$ cat src/rtl/stream_pop_n.sv
// stream_pop_n: captures the first COUNT elements of every stream frame into
// parallel registered slots, then forwards the rest of the frame unchanged
// with valid/ready backpressure. Flags frames that end before COUNT pops.
module stream_pop_n #(
  parameter int WIDTH = 8,
  parameter int COUNT = 2,
  localparam int CW = $clog2(COUNT + 1)
) (
  input  logic                     clk,
  input  logic                     rst,
  input  logic [WIDTH-1:0]         sIn_data,
  input  logic                     sIn_valid,
  input  logic                     sIn_last,
  output logic                     sIn_ready,
  output logic [WIDTH-1:0]         sOut_data,
  output logic                     sOut_valid,
  output logic                     sOut_last,
  input  logic                     sOut_ready,
  output logic [COUNT*WIDTH-1:0]   dOut,
  output logic                     dOut_valid,
  output logic [CW-1:0]            dOut_count,
  output logic                     short_err
);

  typedef enum logic {
    CAPTURE = 1'b0,
    PASS    = 1'b1
  } state_t;

  state_t        state;
  logic [CW-1:0] idx;
  logic          lastSlot;

  assign lastSlot = (idx == CW'(COUNT - 1));

  // Stream handshake: CAPTURE always accepts and emits nothing; PASS is a wire.
  // NOTE: always_comb gives every output a default first so no latch can form.
  always_comb begin
    sIn_ready  = 1'b1;
    sOut_data  = '0;
    sOut_valid = 1'b0;
    sOut_last  = 1'b0;
    if (state == PASS) begin
      sOut_data  = sIn_data;
      sOut_valid = sIn_valid;
      sOut_last  = sIn_last;
      sIn_ready  = sOut_ready;
    end
  end

  // Frame tracking, head capture and status flags.
  // NOTE: sequential state uses non-blocking assignments only, so every
  // read below sees the value from before this edge.
  always_ff @(posedge clk) begin
    if (rst) begin
      state      <= CAPTURE;
      idx        <= '0;
      dOut       <= '0;
      dOut_valid <= 1'b0;
      dOut_count <= '0;
      short_err  <= 1'b0;
    end else begin
      short_err <= 1'b0;
      case (state)
        CAPTURE: begin
          if (sIn_valid) begin
            for (int k = 0; k < COUNT; k++) begin
              if (CW'(k) == idx) dOut[k*WIDTH +: WIDTH] <= sIn_data;
            end
            dOut_count <= idx + CW'(1);
            // NOTE: when COUNT==1 the frame head is also the final pop; the
            // later assignment to dOut_valid below wins, leaving it set.
            if (idx == '0) dOut_valid <= 1'b0;
            if (lastSlot) begin
              dOut_valid <= 1'b1;
              idx        <= '0;
              if (!sIn_last) state <= PASS;
            end else if (sIn_last) begin
              short_err <= 1'b1;
              idx       <= '0;
            end else begin
              idx <= idx + CW'(1);
            end
          end
        end
        PASS: begin
          if (sIn_valid && sOut_ready && sIn_last) state <= CAPTURE;
        end
        default: state <= CAPTURE;
      endcase
    end
  end

endmodule

$ cat config.mk
export PLATFORM = sky130hd
export DESIGN_NAME = stream_pop_n
export DESIGN_NICKNAME = d
export VERILOG_FILES = /design/src/rtl/stream_pop_n.sv
export SDC_FILE = /design/constraint.sdc
export NUM_CORES = 1
export LEC_CHECK = 0
export ABC_AREA = 1
export CORE_MARGIN = 5
export CORE_UTILIZATION = 41
export CTS_CLUSTER_DIAMETER = 150
export DETAILED_ROUTE_END_ITERATION = 16
export PLACE_DENSITY = 0.81
export SLEW_MARGIN = 20
export SYNTH_ARGS = -nofsm -noshare
export SYNTH_HDL_FRONTEND = slang
export SYNTH_SLANG_ARGS = --single-unit
$ cat constraint.sdc
create_clock -name clk -period 1.56 [get_ports clk]
set_input_delay 0.312 -clock clk [delete_from_list [all_inputs] [get_ports clk]]
set_output_delay 0.312 -clock clk [all_outputs]
set_load 0.005 [all_outputs]
Word-level counts from Yosys, hierarchy flattened --
Cells that the tools add are included. Widths: inputs -> output; s select.
Storage, ports and cells: bits in read-only memories 0, memory bits (writable) 0, bits in registers 23, word-level logic and storage cells 35, latch bits 0, input port bits 13, memories kept 0, output and inout bits 31
Operators by class: reduce and logical (&&, ||, !) cells 9, order comparisons 0, bitwise logic cells 2, divide/modulo/power cells 0, add/subtract/negate cells 1, shift operators 0, eq/ne operators 2, $mul 0, muxes and demuxes 14
Operators with widths (count):
- $mux 1 | 10
- $reduce_and 3->1 | 3
- $mux 8 | 1
- $mux 2 | 2
- $reduce_or 4->1 | 1
- $add 2x1->2 const B | 1
- $eq 1x2->1 const A | 1
- $eq 2x1->1 const B | 1
- $logic_and 1x1->1 | 2
- $logic_not 2->1 | 1
- $not 1->1 | 2
- $pmux 1 s2 | 1
- $reduce_and 2->1 | 1
- $reduce_bool 2->1 | 1

Longest topological paths before layout --
Gate-level depths: netlist (run 1).
word-level depth 4, depth in mapped cells 7, mapped depth without buffers 7

Least setup slack after synthesis (run 1) --
No wires, ideal clock.
path type register to register, start register idx[0], end register dOut[1], setup time 0.135 ns, buffers on the path 0, setup slack 0.424 ns, arrival time 1.000 ns, cell stages (with the launch flop) 7, clock period less this slack 1.136 ns, data required time 1.425 ns, cells stage by stage dfxtp_1 inv_1 ha_1 nand3_4 clkinv_2 nand2_1 a21oi_1
On the way: word-level cells in the longest chain between the ends 2
RTL lines:
- from (decl) | line 31 | logic [CW-1:0] idx;
- from (signal assigned) | line 82 | idx <= idx + CW'(1);
- $logic_not 2->1 | line 68 | if (CW'(k) == idx) dOut[k*WIDTH +: WIDTH] <= sIn_data;
- $reduce_and 3->1 (no line)
- to (signal, indexed assignment) | line 68
- to (decl) | line 19 | output logic [COUNT*WIDTH-1:0] dOut,
No other way between the ends. A chain may end at the register's enable or synchronous reset.

Final worst setup path (run 1) --
start register dOut[11], end output dOut[11]
No word-level cell between the ends.

==> metrics.txt, run 1 <==
Max-Cap Viols 0; critical path capture point type output port; final setup vio count 0; GR met2 Demand/Resource 26.72%; layout cells sized above 1 26.02%; # placed instances 221; Setup CP Type flip-flop to output port; crit-path max FO 2; Initial Util ~43%; number of buffers created by CTS 3; Least-Margin Pin Slew around 0.23 ns; crit-path cells clkdlybuf4s50_1; Die X 60.63 microns; clk_lat worst skew 0.31 ns; initial antenna violation count 0; Sequential Power Share 55.3%; vias in the first global route 969; GR Overflow Total 0; clock network power share a little under a quarter; GR Util All Layers between 15 and 20%; Critical Path Max Stage Delay 0.52 ns; core outline area between 2000 and 2500 sq um; Final Cycle Share 96.20%; Final Power 0.001139 W; busiest layer in global routing met2; CTS tree done; Fillers 222; GR Util met3 3.404%; antenna viol nets, final 0; GP Congestion 0.7664; maximum VDD drop roughly 750 uV; RSZ-0062 raised after global routing no; post-route minimum period 1.501 ns; HP Class flip-flop to flip-flop; CTS Buffer Depth 2; Post-Route WL 2716 microns; Buf/Inv on CP 1; FF+latch count, synth 23; IO buf count 43; 1st-iter DRT viols 31; DIE HEIGHT slightly above 60 microns; Worst-path clk slew 0.12 ns; switching share of power 26.05%; outcome finished clean; CP Launch Type flip-flop; Final Instance Count excl. Fillers 226; final core occ 65.90%; pin count of the biggest net entering global routing 13; commonest non-fill, non-tap cell in the layout nand2_1; number of H-tree levels 1; Remaining DRCs 0; HPWL Detailed about 2200 microns; Routed WL per cell about 12 microns; hold buffer count at CTS 0; most frequent cells in the layout nand2_1 (44), clkdlybuf4s50_1 (31), dfxtp_1 (22), inv_1 (18), buf_4 (14); syn nets 153; first-pass GRT wire length ~4500 microns; CTS sink count 23; Slew Viols, Final 0; DR vias around 1.0k; post-synthesis cell type count 19; switching pwr 0.0002967 W; Top delay family on crit path buffers and inverters; diodes inserted 0; drt pass-1 iters 4; M1 GR Usage 21.25%; Ys Warns 0; fmax 666.3 MHz; post-synthesis sequential area ratio between 40% and 50%; Layout Nets 213; Synth Instances 137; Synth Cell Area 1051 sq um; Ports 44; CP max stage cell clkdlybuf4s50_1; die area 3676 sq um; PD cells 704.0 nW/um^2; CP arrival 1.19 ns; Rows 18; mean post-synth cell area 7.672 sq um; Synth-to-Final Area Change 53.93%; DR vias/cell 4.527; CTS Root Cell clkbuf_4; leakage 0.7452 nW; Int Pwr 0.0008423 W; Comb power frac 20.8%; Clock Skews 0.001749 ns; Critical Path RT 1.25 ns; final hold violations 0; max_slew headroom between 80% and 90%
[power groups by stage]
stage | registers, W | logic [W] | clock network (W)
global route | 0.000634 | 0.000262 | 0.000307
finish | 0.000629 | 0.000237 | 0.000272
floorplan | 0.000645 | 0.0000969 | 0
detailed placement | 0.000644 | 0.000240 | 0
CTS | 0.000630 | 0.000239 | 0.000278
global placement | 0.000643 | 0.000234 | 0
[per-stage QoR]
| step | TNS, ns | setup WS, ns | hold slack, ns | area (sq um) |
|---|---|---|---|---|
| 4_1_cts | -0.02533 | -0.01373 | 0.4746 | 1638 |
| 6_report | 0 | 0.05923 | 0.4726 | 1618 |
| 5_1_grt | 0 | 0.006927 | 0.4956 | 1618 |
| 2_1_floorplan | 0 | 0.4244 | 0.3744 | 1051 |
| 3_5_place_dp | -1.708 | -0.2355 | 0.4568 | 1610 |
| 3_3_place_gp | -1.536 | -0.2101 | 0.4527 | 1610 |
[cell usage after synthesis]
| library cell | count | area (sq um) |
|---|---|---|
| buf_2 | 2 | 10.01 |
| nand3_1 | 3 | 15.01 |
| inv_2 | 1 | 3.750 |
| or2_2 | 1 | 6.260 |
| clkbuf_1 | 1 | 3.750 |
| dfxtp_1 | 23 | 460.4 |
| clkinv_4 | 1 | 8.760 |
| ha_1 | 3 | 37.54 |
| nand3_4 | 2 | 35.03 |
| clkinv_2 | 1 | 5.000 |
| a21oi_1 | 12 | 60.06 |
| nand4_1 | 1 | 6.260 |
| a21oi_2 | 9 | 78.83 |
| nor4_1 | 1 | 6.260 |
| buf_4 | 1 | 7.510 |
| nand2_2 | 10 | 62.56 |
| inv_1 | 18 | 67.56 |
| nand2_1 | 44 | 165.2 |
| nor2_1 | 3 | 11.26 |
[cell type report]
cell class                 instances  area (sq um)  share of cell area (%)
multi-input combinational         89         484.2                   29.93
sequential                        23         464.2                   28.69
tap                               30         37.54                   2.320
clock buffer                       4         26.28                   1.624
inverter                          21         85.08                   5.259
timing repair buffer              59         520.5                   32.17
[registers in the layout (all words and copies together) (netlist names)]
signal / flops
dOut_valid: 1
state: 1
short_err: 1
dOut: 16
dOut_count: 2
idx: 2
[final timing paths]
| kind | startpoint | to | slack [ns] | cells after the start |
|---|---|---|---|---|
| worst max-delay path | dOut[11] | dOut[11] | 0.06 | 1 |
| worst min-delay path | dOut[2] | dOut[2] | 0.47 | 2 |
| worst max register to register | idx[0] | dOut[4] | 0.28 | 6 |
| worst min register to register | dOut[2] | dOut[2] | 0.47 | 2 |
[per-layer routing]
| metal | up-vias | share of wire [%] |
|---|---|---|
| met3 | 5 | 3.7 |
| met4 | 0 | 0.77 |
| met2 | 28 | 52 |
| met5 | - | 0 |
| met1 | 452 | 44 |
| li1 | 538 | - |
[repair_timing]
action                     in CTS  in global routing
setup endpoints to repair      11                  4
setup buffers                   1                  0
gates resized for setup        26                  4
[logic make-up after synthesis]
kind of cell    after synthesis  synth area share [%]
fa+ha+maj                     3                 3.572
simple gates                 65                 29.29
compound gates               21                 13.21
flops                        23                 43.81
buf+inv                      25                 10.12
No activity file was read; power rests on OpenSTA's default activity.
==> inputs of run 2 (changes only) <==
- PLACE_DENSITY: 0.81 -> 0.76
==> run 2 against run 1 <==
Effect of this change: die area did not move; critical path type unchanged; routed wire length fell by 0.77%; design area rose by 0.85%.
==> metrics.txt, run 2 (synthesis results as in run 1) <==
outcome finished clean; Setup CP Type flip-flop to output port; DIE HEIGHT 60.63 microns; Die X 60.63 microns; HPWL Detailed 2182 microns; crit-path max FO 2; critical path capture point type output port; CTS tree done; Reg-to-Reg End dOut[3]; fmax 670.0 MHz; clk_lat worst skew 0.30 ns; Int Pwr around 0.00084 W; design area approximately 1600 sq um; commonest non-fill, non-tap cell in the layout nand2_1; Regs by FF count dOut x16, dOut_count x2, idx x2; maximum VDD drop between 500 and 600 uV; Final Power between 0.001 and 0.0015 W; GR Overflow Total 0; Routed WL per cell 11.98 microns; final hold violations 0; DR vias/cell 4.551; Comb power frac 20.9%; number of H-tree levels 1; hold path cells 2; Critical Path Max Stage Delay 0.52 ns; antenna viol nets, final 0; die area 3676 sq um; core outline area around 2500 sq um; FF-to-FF path depth 6; Critical Path RT 1.25 ns; Remaining DRCs 0; Least-Margin Pin Slew 0.2424 ns; Synth-to-Final Area Change 55.24%; Buf/Inv on CP 1; Post-Route WL 2695 microns; final hold slack 0.4720 ns; dpl cell area roughly 1600 sq um; Top delay family on crit path buffers and inverters; register-to-register setup slack about 0.3 ns; CTS Buffer Depth 2; CTS Root Cell clkbuf_4; clock network power share 23.6%; RSZ-0062 raised after global routing no; IO buf count 43; Worst-path clk slew 0.12 ns; most frequent cells in the layout nand2_1 (44), clkdlybuf4s50_1 (31), dfxtp_1 (22), inv_1 (18), buf_4 (14); largest reg by FF count dOut; HP Class flip-flop to flip-flop; Ports 44; CTS sink count 23; final core occ 66.46%; Multi-input gate area 484.2 sq um; hold buffer count at CTS 0; Final TNS setup 0 ns; 1st-iter DRT viols 17; CP Launch Type flip-flop; final setup vio count 0; min-delay src idx[1]; Initial Util a little over two fifths; CP arrival around 1.2 ns; vias in the first global route about 1.0k; switching share of power a little over a quarter; layout cells sized above 1 24.62%; pin count of the biggest net entering global routing 14; drt pass-1 iters 4; Final Cycle Share a little over nine tenths; PD cells 695.3 nW/um^2; crit-path cells clkdlybuf4s50_1; Sequential Power Share 55.4%; Rows 18; post-route minimum period 1.493 ns; diodes inserted 0; GR Util All Layers between 15 and 20%; first-pass GRT wire length 4388 microns; max_slew headroom 83.69%; number of flip-flops in the largest register 16; number of buffers created by CTS 3; Clock Skews 0.004787 ns; GP Congestion 0.8107; Fillers 222; CP max stage cell clkdlybuf4s50_1; Layout Nets 212; hold endpoint idx[1]; switching pwr 0.0002954 W; worst r2r src idx[0]; Register Area approximately 460 sq um; Slew Viols, Final 0; Max-Cap Viols 0; DR vias 1024; initial antenna violation count 0; leakage 0.7704 nW
## run 2: layer usage
layer	up-vias	share of wire, %	routed length (microns)	GRT usage (%)
li1	540	-	-	-
met1	458	45	1212	19.43
met2	22	48	1307	26.41
met3	4	5.3	143	3.830
met4	0	1.2	32	6.192
met5	-	0	0	0
## run 2: what timing repair did
item | CTS | global route
cloned | 0 | 0
resized for setup | 17 | 4
buffers inserted | 1 | 0
endpoints found under the setup margin | 11 | 3
pin swaps | 0 | 0
## run 2: worst register-to-register path: stages (launching register included)
cell and delay [ns]:
dfxtp_1 0.40, inv_1 0.09, ha_1 0.25, nand3_4 0.16, clkinv_2 0.13, nand2_1 0.08
a21oi_1 0.06
## run 2: metrics by stage
| step | setup slack, ns | instances |
|---|---|---|
| finish | 0.06736 | 225 |
| global route | 0.008173 | 225 |
| CTS | 0.01183 | 225 |
| detailed placement | -0.2270 | 220 |
| global placement | -0.2084 | 220 |
| floorplan | 0.4244 | 137 |
## run 2: power by group through the flow
stage | Clock [W] | Combinational (W) | Sequential (W)
global placement | 0 | 0.000236 | 0.000643
global route | 0.000315 | 0.000261 | 0.000634
finish | 0.000268 | 0.000238 | 0.000629
CTS | 0.000281 | 0.000241 | 0.000631
detailed placement | 0 | 0.000241 | 0.000644
floorplan | 0 | 0.0000969 | 0.000645
## run 2: worst max-delay path by stage
stage / from / endpoint / depth (start not counted)
detailed placement: sOut_ready / sIn_ready / 3
CTS: state / sOut_data[2] / 5
global placement: sOut_ready / sIn_ready / 3
floorplan: idx[0] / dOut[1] / 6
global route: state / sOut_data[7] / 4
finish: dOut[0] / dOut[0] / 1
## run 2: layout make-up
class / instances / area share (%)
clock buffers: 3 / 1.380
clock inverters: 1 / 0.3067
inverters: 21 / 5.215
multi-input cells: 89 / 29.68
flip-flops and latches: 23 / 28.45
well taps: 30 / 2.301
repair buffers: 58 / 32.67
==> inputs of run 3 (changes only) <==
- MAX_ROUTING_LAYER: default -> met4
==> run 3 against run 2 <==
Effect of this change: maximum frequency hardly changed; routed wire length is 0.15% higher; combinational power about the same; hold slack about the same; first-iteration DRC count unchanged; critical path depth stayed put; die area stayed put; sequential power barely moved; clock power about the same; critical endpoint unchanged.
==> metrics.txt, run 3 (synthesis results as in run 1) <==
Fillers around 220; vias in the first global route 1015; clock network power share 23.6%; Multi-input gate area 484.2 sq um; HPWL Detailed roughly 2200 microns; Sequential Power Share 55.5%; max_slew headroom 83.69%; HP Class flip-flop to flip-flop; GR Util met3 3.404%; CTS tree done; Remaining DRCs 0; Final Cycle Share about 96%; Die X 60.63 microns; Critical Path Max Stage Delay ~0.52 ns; CP Launch Type flip-flop; maximum VDD drop 508.5 uV; crit-path cells clkdlybuf4s50_1; number of flip-flops in the largest register 16; CTS sink count 23; diodes inserted 0; GP Congestion roughly 0.82; RSZ-0062 raised after global routing no; GR Util All Layers 16.26%; Int Pwr 0.0008390 W; clk_lat worst skew 0.30 ns; initial antenna violation count 0; first-pass GRT wire length 4388 microns; drt pass-1 iters 4; CTS Buffer Depth 2; antenna viol nets, final 0; DR vias 1031; Clock Skews 0.004726 ns; post-route minimum period roughly 1.5 ns; leakage about 0.77 nW; most frequent cells in the layout nand2_1 (44), clkdlybuf4s50_1 (31), dfxtp_1 (22), inv_1 (18), buf_4 (14); GR met2 Demand/Resource 26.41%; DIE HEIGHT between 60 and 70 microns; core outline area 2455 sq um; M1 GR Usage 19.69%; Critical Path RT 1.25 ns; Initial Util 42.81%; Comb power frac 20.9%; PD cells 695.3 nW/um^2; Ports 44; die area 3676 sq um; switching pwr 0.0002954 W; Max-Cap Viols 0; Setup CP Type flip-flop to output port; hold buffer count at CTS 0; DR vias/cell 4.582; Synth-to-Final Area Change 55.24%; Worst-path clk slew around 0.12 ns; crit-path max FO 2; final hold violations 0; GR Overflow Total 0; commonest non-fill, non-tap cell in the layout nand2_1; Routed WL per cell 12.00 microns; Slew Viols, Final 0; Post-Route WL 2699 microns; Top delay family on crit path buffers and inverters; busiest layer in global routing met2; Least-Margin Pin Slew between 0.2 and 0.25 ns; Final Instance Count excl. Fillers 225; number of buffers created by CTS 3; switching share of power approximately a quarter; Layout Nets 212; final setup vio count 0; largest reg by FF count dOut; # placed instances 220; 1st-iter DRT viols 17; Final TNS setup 0 ns; Buf/Inv on CP 1; layout cells sized above 1 24.62%; Regs by FF count dOut x16, dOut_count x2, idx x2; pin count of the biggest net entering global routing 14; CP arrival 1.18 ns; CP max stage cell clkdlybuf4s50_1; number of H-tree levels 1; outcome finished clean; CTS Root Cell clkbuf_4; IO buf count 43; fmax between 600 and 700 MHz; Register Area 464.2 sq um; critical path capture point type output port; Rows 18
run 3: final timing paths:
| check | startpoint | to | slack (ns) | cells after the start |
|---|---|---|---|---|
| max | dOut[0] | dOut[0] | 0.07 | 1 |
| min | idx[1] | idx[1] | 0.47 | 2 |
| max reg2reg | idx[0] | dOut[3] | 0.30 | 6 |
| min reg2reg | idx[1] | idx[1] | 0.47 | 2 |
run 3: through the flow:
step / worst slack (ns) / util (%) / power [W] / instance area (sq um) / hold slack [ns]
after floorplan: 0.4244 / - / 0.0007422 / 1051 / 0.3744
after global placement: -0.2084 / 65.80 / 0.0008792 / 1615 / 0.4545
after detailed placement: -0.2270 / 65.80 / 0.0008849 / 1615 / 0.4566
after CTS: 0.01183 / 66.67 / 0.001153 / 1637 / 0.4756
after global routing: 0.008173 / 66.46 / 0.001210 / 1632 / 0.4893
final: 0.06753 / 66.46 / 0.001134 / 1632 / 0.4720
run 3: final cells by class:
class / count / share of cell area [%]
repair buffers: 58 / 32.67
well taps: 30 / 2.301
inverters: 21 / 5.215
clock inverters: 1 / 0.3067
multi-input cells: 89 / 29.68
clock buffers: 3 / 1.380
flip-flops and latches: 23 / 28.45
run 3: routing by layer:
layer  part of all wire (%)  vias up
li1                       -      540
met1                     45      459
met2                     48       28
met3                    5.2        4
met4                    1.2        0
met5                      0        -
run 3: repair_timing:
action | CTS | global route
buffers inserted | 1 | 0
gates resized for setup | 17 | 4
setup endpoints to repair | 11 | 3
run 3: power groups by stage:
| stage | sequential [W] | clock [W] | combinational (W) |
|---|---|---|---|
| 6_report | 0.000629 | 0.000268 | 0.000238 |
| 5_1_grt | 0.000634 | 0.000315 | 0.000261 |
| 4_1_cts | 0.000631 | 0.000281 | 0.000241 |
| 2_1_floorplan | 0.000645 | 0 | 0.0000969 |
| 3_3_place_gp | 0.000643 | 0 | 0.000236 |
| 3_5_place_dp | 0.000644 | 0 | 0.000241 |
